==> src/rtl/fetch_pkg.sv <==
// Shared definitions for the instruction-fetch stage: PC select codes, NOP word, FSM states.
package fetch_pkg;

  localparam logic [1:0] PCSEL_PLUS4  = 2'b00;
  localparam logic [1:0] PCSEL_JAL    = 2'b01;
  localparam logic [1:0] PCSEL_JALR   = 2'b10;
  localparam logic [1:0] PCSEL_BRANCH = 2'b11;

  // addi x0, x0, 0
  localparam logic [31:0] NOP = 32'h0000_0013;

  typedef enum logic [1:0] {
    RUN   = 2'b00,
    HELD  = 2'b01,
    REDIR = 2'b10
  } fetch_state_e;

endpackage

==> src/rtl/fetch_unit_pc_next_mux.sv <==
// Next-PC selection: sequential PC+4 or one of the decode-supplied redirect targets.
module pc_next_mux
  import fetch_pkg::*;
(
  input  logic [31:0] i_pc,
  input  logic [1:0]  i_pc_sel,
  input  logic [31:0] i_jal_tgt,
  input  logic [31:0] i_jalr_tgt,
  input  logic [31:0] i_br_tgt,
  output logic [31:0] o_pc_next
);

  always_comb begin
    o_pc_next = i_pc + 32'd4;
    case (i_pc_sel)
      PCSEL_JAL:    o_pc_next = i_jal_tgt;
      PCSEL_JALR:   o_pc_next = i_jalr_tgt & ~32'h0000_0001;
      PCSEL_BRANCH: o_pc_next = i_br_tgt;
      default:      o_pc_next = i_pc + 32'd4;
    endcase
  end

endmodule

==> src/rtl/fetch_unit.sv <==
// Instruction-fetch stage: PC register, synchronous IMEM interface, skid buffer and F/D register.
module fetch_unit
  import fetch_pkg::*;
#(
  parameter logic [31:0] RESET_PC = 32'h0000_0000
) (
  input  logic        i_clk,
  input  logic        i_rst_n,
  input  logic        i_stall,
  input  logic        i_flush,
  input  logic [1:0]  i_pc_sel,
  input  logic [31:0] i_jal_tgt,
  input  logic [31:0] i_jalr_tgt,
  input  logic [31:0] i_br_tgt,
  output logic [31:0] o_imem_addr,
  output logic        o_imem_rd,
  input  logic [31:0] i_imem_data,
  output logic [4:0]  o_f_addr1,
  output logic [4:0]  o_f_addr2,
  output logic [4:0]  o_f_waddr,
  output logic [6:0]  o_f_op,
  output logic [31:0] o_d_pc,
  output logic [31:0] o_d_instr,
  output logic        o_d_valid
);

  fetch_state_e r_state, w_state_next;

  logic [31:0] r_pc, r_f_pc, r_skid, r_d_pc, r_d_instr;
  logic        r_f_valid, r_skid_valid, r_d_valid;
  logic [31:0] w_pc_next, w_fetch_word;
  logic        w_redirect, w_advance, w_skid_load, w_skid_clr;

  pc_next_mux u_pc_next_mux (
    .i_pc       (r_pc),
    .i_pc_sel   (i_pc_sel),
    .i_jal_tgt  (i_jal_tgt),
    .i_jalr_tgt (i_jalr_tgt),
    .i_br_tgt   (i_br_tgt),
    .o_pc_next  (w_pc_next)
  );

  assign w_redirect   = (i_pc_sel != PCSEL_PLUS4);
  assign w_fetch_word = r_skid_valid ? r_skid : i_imem_data;

  always_ff @(posedge i_clk or negedge i_rst_n) begin
    if (!i_rst_n) r_state <= RUN;
    else          r_state <= w_state_next;
  end

  // Stall dominates; a redirect is only acted on once the stall has dropped.
  always_comb begin
    w_state_next = RUN;
    if (i_stall)         w_state_next = HELD;
    else if (w_redirect) w_state_next = REDIR;
  end

  always_comb begin
    w_advance   = !i_stall;
    w_skid_load = i_stall && r_f_valid && !r_skid_valid;
    case (r_state)
      HELD:    w_skid_clr = !i_stall;
      default: w_skid_clr = 1'b0;
    endcase
  end

  always_ff @(posedge i_clk or negedge i_rst_n) begin
    if (!i_rst_n) begin
      r_pc         <= RESET_PC;
      r_f_pc       <= RESET_PC;
      r_f_valid    <= 1'b0;
      r_skid       <= 32'h0;
      r_skid_valid <= 1'b0;
      r_d_pc       <= 32'h0;
      r_d_instr    <= NOP;
      r_d_valid    <= 1'b0;
    end else begin
      if (w_skid_load) begin
        r_skid       <= i_imem_data;
        r_skid_valid <= 1'b1;
      end else if (w_skid_clr) begin
        r_skid_valid <= 1'b0;
      end
      if (w_advance) begin
        r_pc      <= w_pc_next;
        r_f_pc    <= r_pc;
        r_f_valid <= !w_redirect;   // word for the old PC is wrong-path
        r_d_pc    <= r_f_pc;
        if (i_flush) begin
          r_d_instr <= NOP;
          r_d_valid <= 1'b0;
        end else begin
          r_d_instr <= w_fetch_word;
          r_d_valid <= r_f_valid;
        end
      end
    end
  end

  assign o_imem_addr = r_pc;
  assign o_imem_rd   = i_rst_n && !i_stall;

  assign o_f_addr1 = r_f_valid ? w_fetch_word[19:15] : 5'd0;
  assign o_f_addr2 = r_f_valid ? w_fetch_word[24:20] : 5'd0;
  assign o_f_waddr = r_f_valid ? w_fetch_word[11:7]  : 5'd0;
  assign o_f_op    = r_f_valid ? w_fetch_word[6:0]   : 7'd0;

  assign o_d_pc    = r_d_pc;
  assign o_d_instr = r_d_instr;
  assign o_d_valid = r_d_valid;

endmodule

==> config.mk <==
export PLATFORM = sky130hd
export DESIGN_NAME = fetch_unit
export DESIGN_NICKNAME = d
export VERILOG_FILES = /design/src/rtl/fetch_pkg.sv /design/src/rtl/fetch_unit_pc_next_mux.sv /design/src/rtl/fetch_unit.sv
export SDC_FILE = /design/constraint.sdc
export NUM_CORES = 1
export LEC_CHECK = 0
export ABC_AREA = 1
export ABC_CLOCK_PERIOD_IN_PS = 1600
export CAP_MARGIN = 0
export CORE_MARGIN = 2
export CORE_UTILIZATION = 30
export DETAILED_ROUTE_END_ITERATION = 12
export GPL_ROUTABILITY_DRIVEN = 0
export PLACE_DENSITY_LB_ADDON = 0.05
export SLEW_MARGIN = 25
export SYNTH_ARGS = -nofsm -noshare
export SYNTH_HDL_FRONTEND = slang
export SYNTH_SLANG_ARGS = --single-unit
==> constraint.sdc <==
create_clock -name i_clk -period 1.6 [get_ports i_clk]
set_input_delay 0.32 -clock i_clk [delete_from_list [all_inputs] [get_ports i_clk]]
set_output_delay 0.32 -clock i_clk [all_outputs]
set_load 0.01 [all_outputs]
==> flow_metrics.py <==
metrics = {
    "status": {
        "status": "finished, violations left",
        "violations": "hold timing, setup timing",
    },
    "placed_design": {
        "hpwl_um": 18500,
        "dp.cells": 1638,
        "port_buffers": 252,
        "pre_cts_ws_ns": -0.378,
        "dpl_cell_area_um2": 11200,
    },
    "yosys": {
        "synthCells": 1052,
        "muxShareOfSynthArea": 0.00374,
        "synth_xor_area_frac": 0.00654,
        "synth_nets": 1187,
        "yosys.area.top_type": "dfrtp_1",
        "synth_top_family_by_area": "simple AND/OR/NAND/NOR gates",
        "synth-simple-area-share": 0.278,
        "synth-compound-area-share": 0.122,
        "synth_area_leaders": "dfrtp_1, nand2_1, o21ai_0",
        "ys_seq_area_frac": 0.514,
        "synthTopCellsByCount": "nand2_1, dfrtp_1, o21ai_0",
        "synthFlopType": "dfrtp_1",
        "synth_edf_count": 0,
        "synth_fa_ha_area_frac": 0.00156,
        "ys_seq_elements": 165,
        "ys_types": 30,
        "avgSynthCellArea_um2": 7.64,
        "synthesis.area_um2": 8040,
        "synth_top_area_share": 0.504,
        "ys_async_sr_fraction": 1.00,
        "yosysMostFrequentCell": "nand2_1",
        "ys.warnings.count": 0,
    },
    "sta": {
        "slew_violations": 0,
        "finalSetupViolCount": 22,
        "period_share": 1.16,
        "fin_worst_skew_ns": 0.0111,
        "setup_ws_ns": -0.254,
        "fmax_ghz": 0.539,
        "worst_slew_pin_slew_ns": 0.517,
        "whs_ns": -0.0145,
        "rsz0062_at_grt": "yes",
        "hold_viol_final": 3,
        "relSlewSlack": 0.655,
        "final.min_clock_period_ns": 1.85,
    },
    "critical_path": {
        "r2r_cells": 9,
        "r2r-start": "o_imem_addr[2]",
        "crit_chain": "inv_4 -> buf_12 -> buf_16 -> nand2_2 -> o21ai_4 -> nor2_2 -> buf_2",
        "cp-end-kind": "primary output",
        "rrSetupSlack_ns": 0.08,
        "endpoint": "o_f_op[6]",
        "critPathKind": "reg -> out",
        "crit_start": "r_skid_valid",
        "required_ns": 1.28,
        "crit_slowest_cell": "dfrtp_1",
        "max_stage_delay_ns": 0.42,
        "cp.arrival_ns": 1.53,
        "cp-start-kind": "register",
        "critPathMaxFanout": 8,
        "timing.rr.end": "o_imem_addr[22]",
    },
    "final_layout": {
        "layout.nets": 1487,
        "fill_cells": 2708,
        "syn_to_final_growth_pct": 52.0,
        "multi_input_area_um2": 3600,
        "post-route-util": 0.466,
        "drive_gt1_frac": 0.169,
        "n_antenna_cell": 0,
        "stdcell_area_um2": 12200,
        "regArea_um2": 4140,
        "layout.cells.non_filler": 1698,
    },
    "pwr": {
        "vdd_drop_max_v": 0.000621,
        "p_per_area_nw_per_um2": 1090,
        "p_leak_nw": 5.88,
    },
    "routing": {
        "drtAntennaViolNets": 0,
        "wl_per_cell_um": 15.7,
        "drt_iter0_drc": 425,
        "drc": 0,
        "routed_wl_um": 26600,
        "routed_via_density": 4.54,
        "vias": 7711,
        "firstDrtPassIters": 5,
    },
    "cts": {
        "root_buffer": "clkbuf_16",
        "cts.sink_count": 165,
        "clk_path_buf_depth": 2,
        "cts.clk_slew.worst_paths_ns": 0.07,
        "clkLatencyLatePin_ns": 0.42,
        "cts-htree-levels": 4,
        "tritoncts": "done",
        "numCtsBuffers": 17,
    },
    "job": {
        "max-cap-violations": 0,
    },
    "die": {
        "num_rows": 59,
        "die_y_um": 168,
        "die_area_um2": 28100,
        "ioPinCount": 254,
        "die_w_um": 168,
        "core_area_um2": 26200,
        "initial_core_util": 0.307,
    },
    "grt": {
        "grt_antenna_before_repair": 0,
        "grt_max_degree": 94,
        "grt_pass1_wl_um": 41900,
        "grt_overflow": 0,
        "grt_util_all_layers": 0.191,
        "grt_pass1_vias": 7597,
    },
    "hold_path": {
        "hp-class": "in -> async",
    },
}
## placed cells by master (no fill, tap or decap), types with 3 or more instances in the layout
cell and n:
nand2_1 362, dfrtp_1 155, clkdlybuf4s50_1 130, o21ai_0 123, dlygate4sd2_1 95, nor2_1 81, inv_1 79, buf_4 62
nand3_1 36, a21oi_1 28, buf_2 22, nand4_1 17, clkbuf_16 17, nand2_2 15, nand2_4 13, buf_12 13
o21ai_2 12, o21ai_1 12, nor2_2 11, nor2_4 9, dfrtp_2 7, o21ai_4 6, a21oi_2 5, xor2_1 5
inv_4 4, inv_2 4, clkinvlp_4 4, buf_6 4, a31oi_1 3, inv_6 3, buf_16 3, dfstp_2 3
## through the flow
stage	total power [mW]	TNS [ns]
floorplan	6.96	0
global placement	8.95	-13.53
detailed placement	8.96	-13.77
CTS	13.3	-5.46
global route	14.1	-6.56
finish	13.3	-4.79
## registers in the layout, summed over array words and instances, names as in the netlist
register	cells
r_f_pc	32
r_f_valid	1
o_d_pc	32
r_state	2
o_d_valid	1
o_imem_addr	32
r_skid_valid	1
o_d_instr	32
r_skid	32
## layout make-up
cell class                 count  area share
multi-input combinational    748       0.295
clock inverter                13      0.0123
sequential                   165       0.339
timing repair buffer         333       0.257
tap                          335      0.0343
inverter                      87      0.0275
clock buffer                  17      0.0348
## logic make-up after synthesis
family                   after synthesis
XOR/XNOR                               6
flip-flops                           165
AND/OR/NAND/NOR                      547
buffers and inverters                139
multiplexers                           3
adder cells (fa/ha/maj)                1
AO/OA/AOI/OAI                        191
## critical path: cells and delay by family (launching register included)
family / cells / cell delay (ns)
AND/OR/NAND/NOR: 2 / 0.16
AO/OA/AOI/OAI: 1 / 0.06
flip-flops: 1 / 0.42
buffers and inverters: 4 / 0.48
## per-layer routing
metal  GRT usage  routed length [µm]
met5           0                   0
met4      0.0363                 158
met3      0.0518                1840
met2       0.311               12300
met1       0.258               12300
## where the power goes
part / total [mW] / leakage (nW) / switching, mW / internal [mW]
logic: 3.68 / 3.60 / 1.93 / 1.75
clock network: 4.10 / 0.270 / 1.79 / 2.31
registers: 5.48 / 2.01 / 0.519 / 4.96
## worst min-delay path by stage
stage,from,to,slack (ns),depth (start not counted)
after global placement,i_rst_n,o_d_valid,0.43,2
after detailed placement,i_rst_n,o_d_instr[19],0.43,2
after global routing,i_rst_n,o_d_pc[13],0.02,2
after floorplan,i_rst_n,o_d_instr[10],0.02,0
after CTS,i_rst_n,r_skid[25],0.002,2
final,i_rst_n,o_d_pc[16],-0.01,2
## repair_timing
item / CTS / global route
setup buffers: 19 / 8
cloned: 3 / 0
hold buffers: 1 / 0
hold endpoints to repair: 70 / 0
gates resized for setup: 264 / 40
endpoints found under the setup margin: 119 / 42
pin swaps: 7 / 18
(Power assumes the default switching activity.)
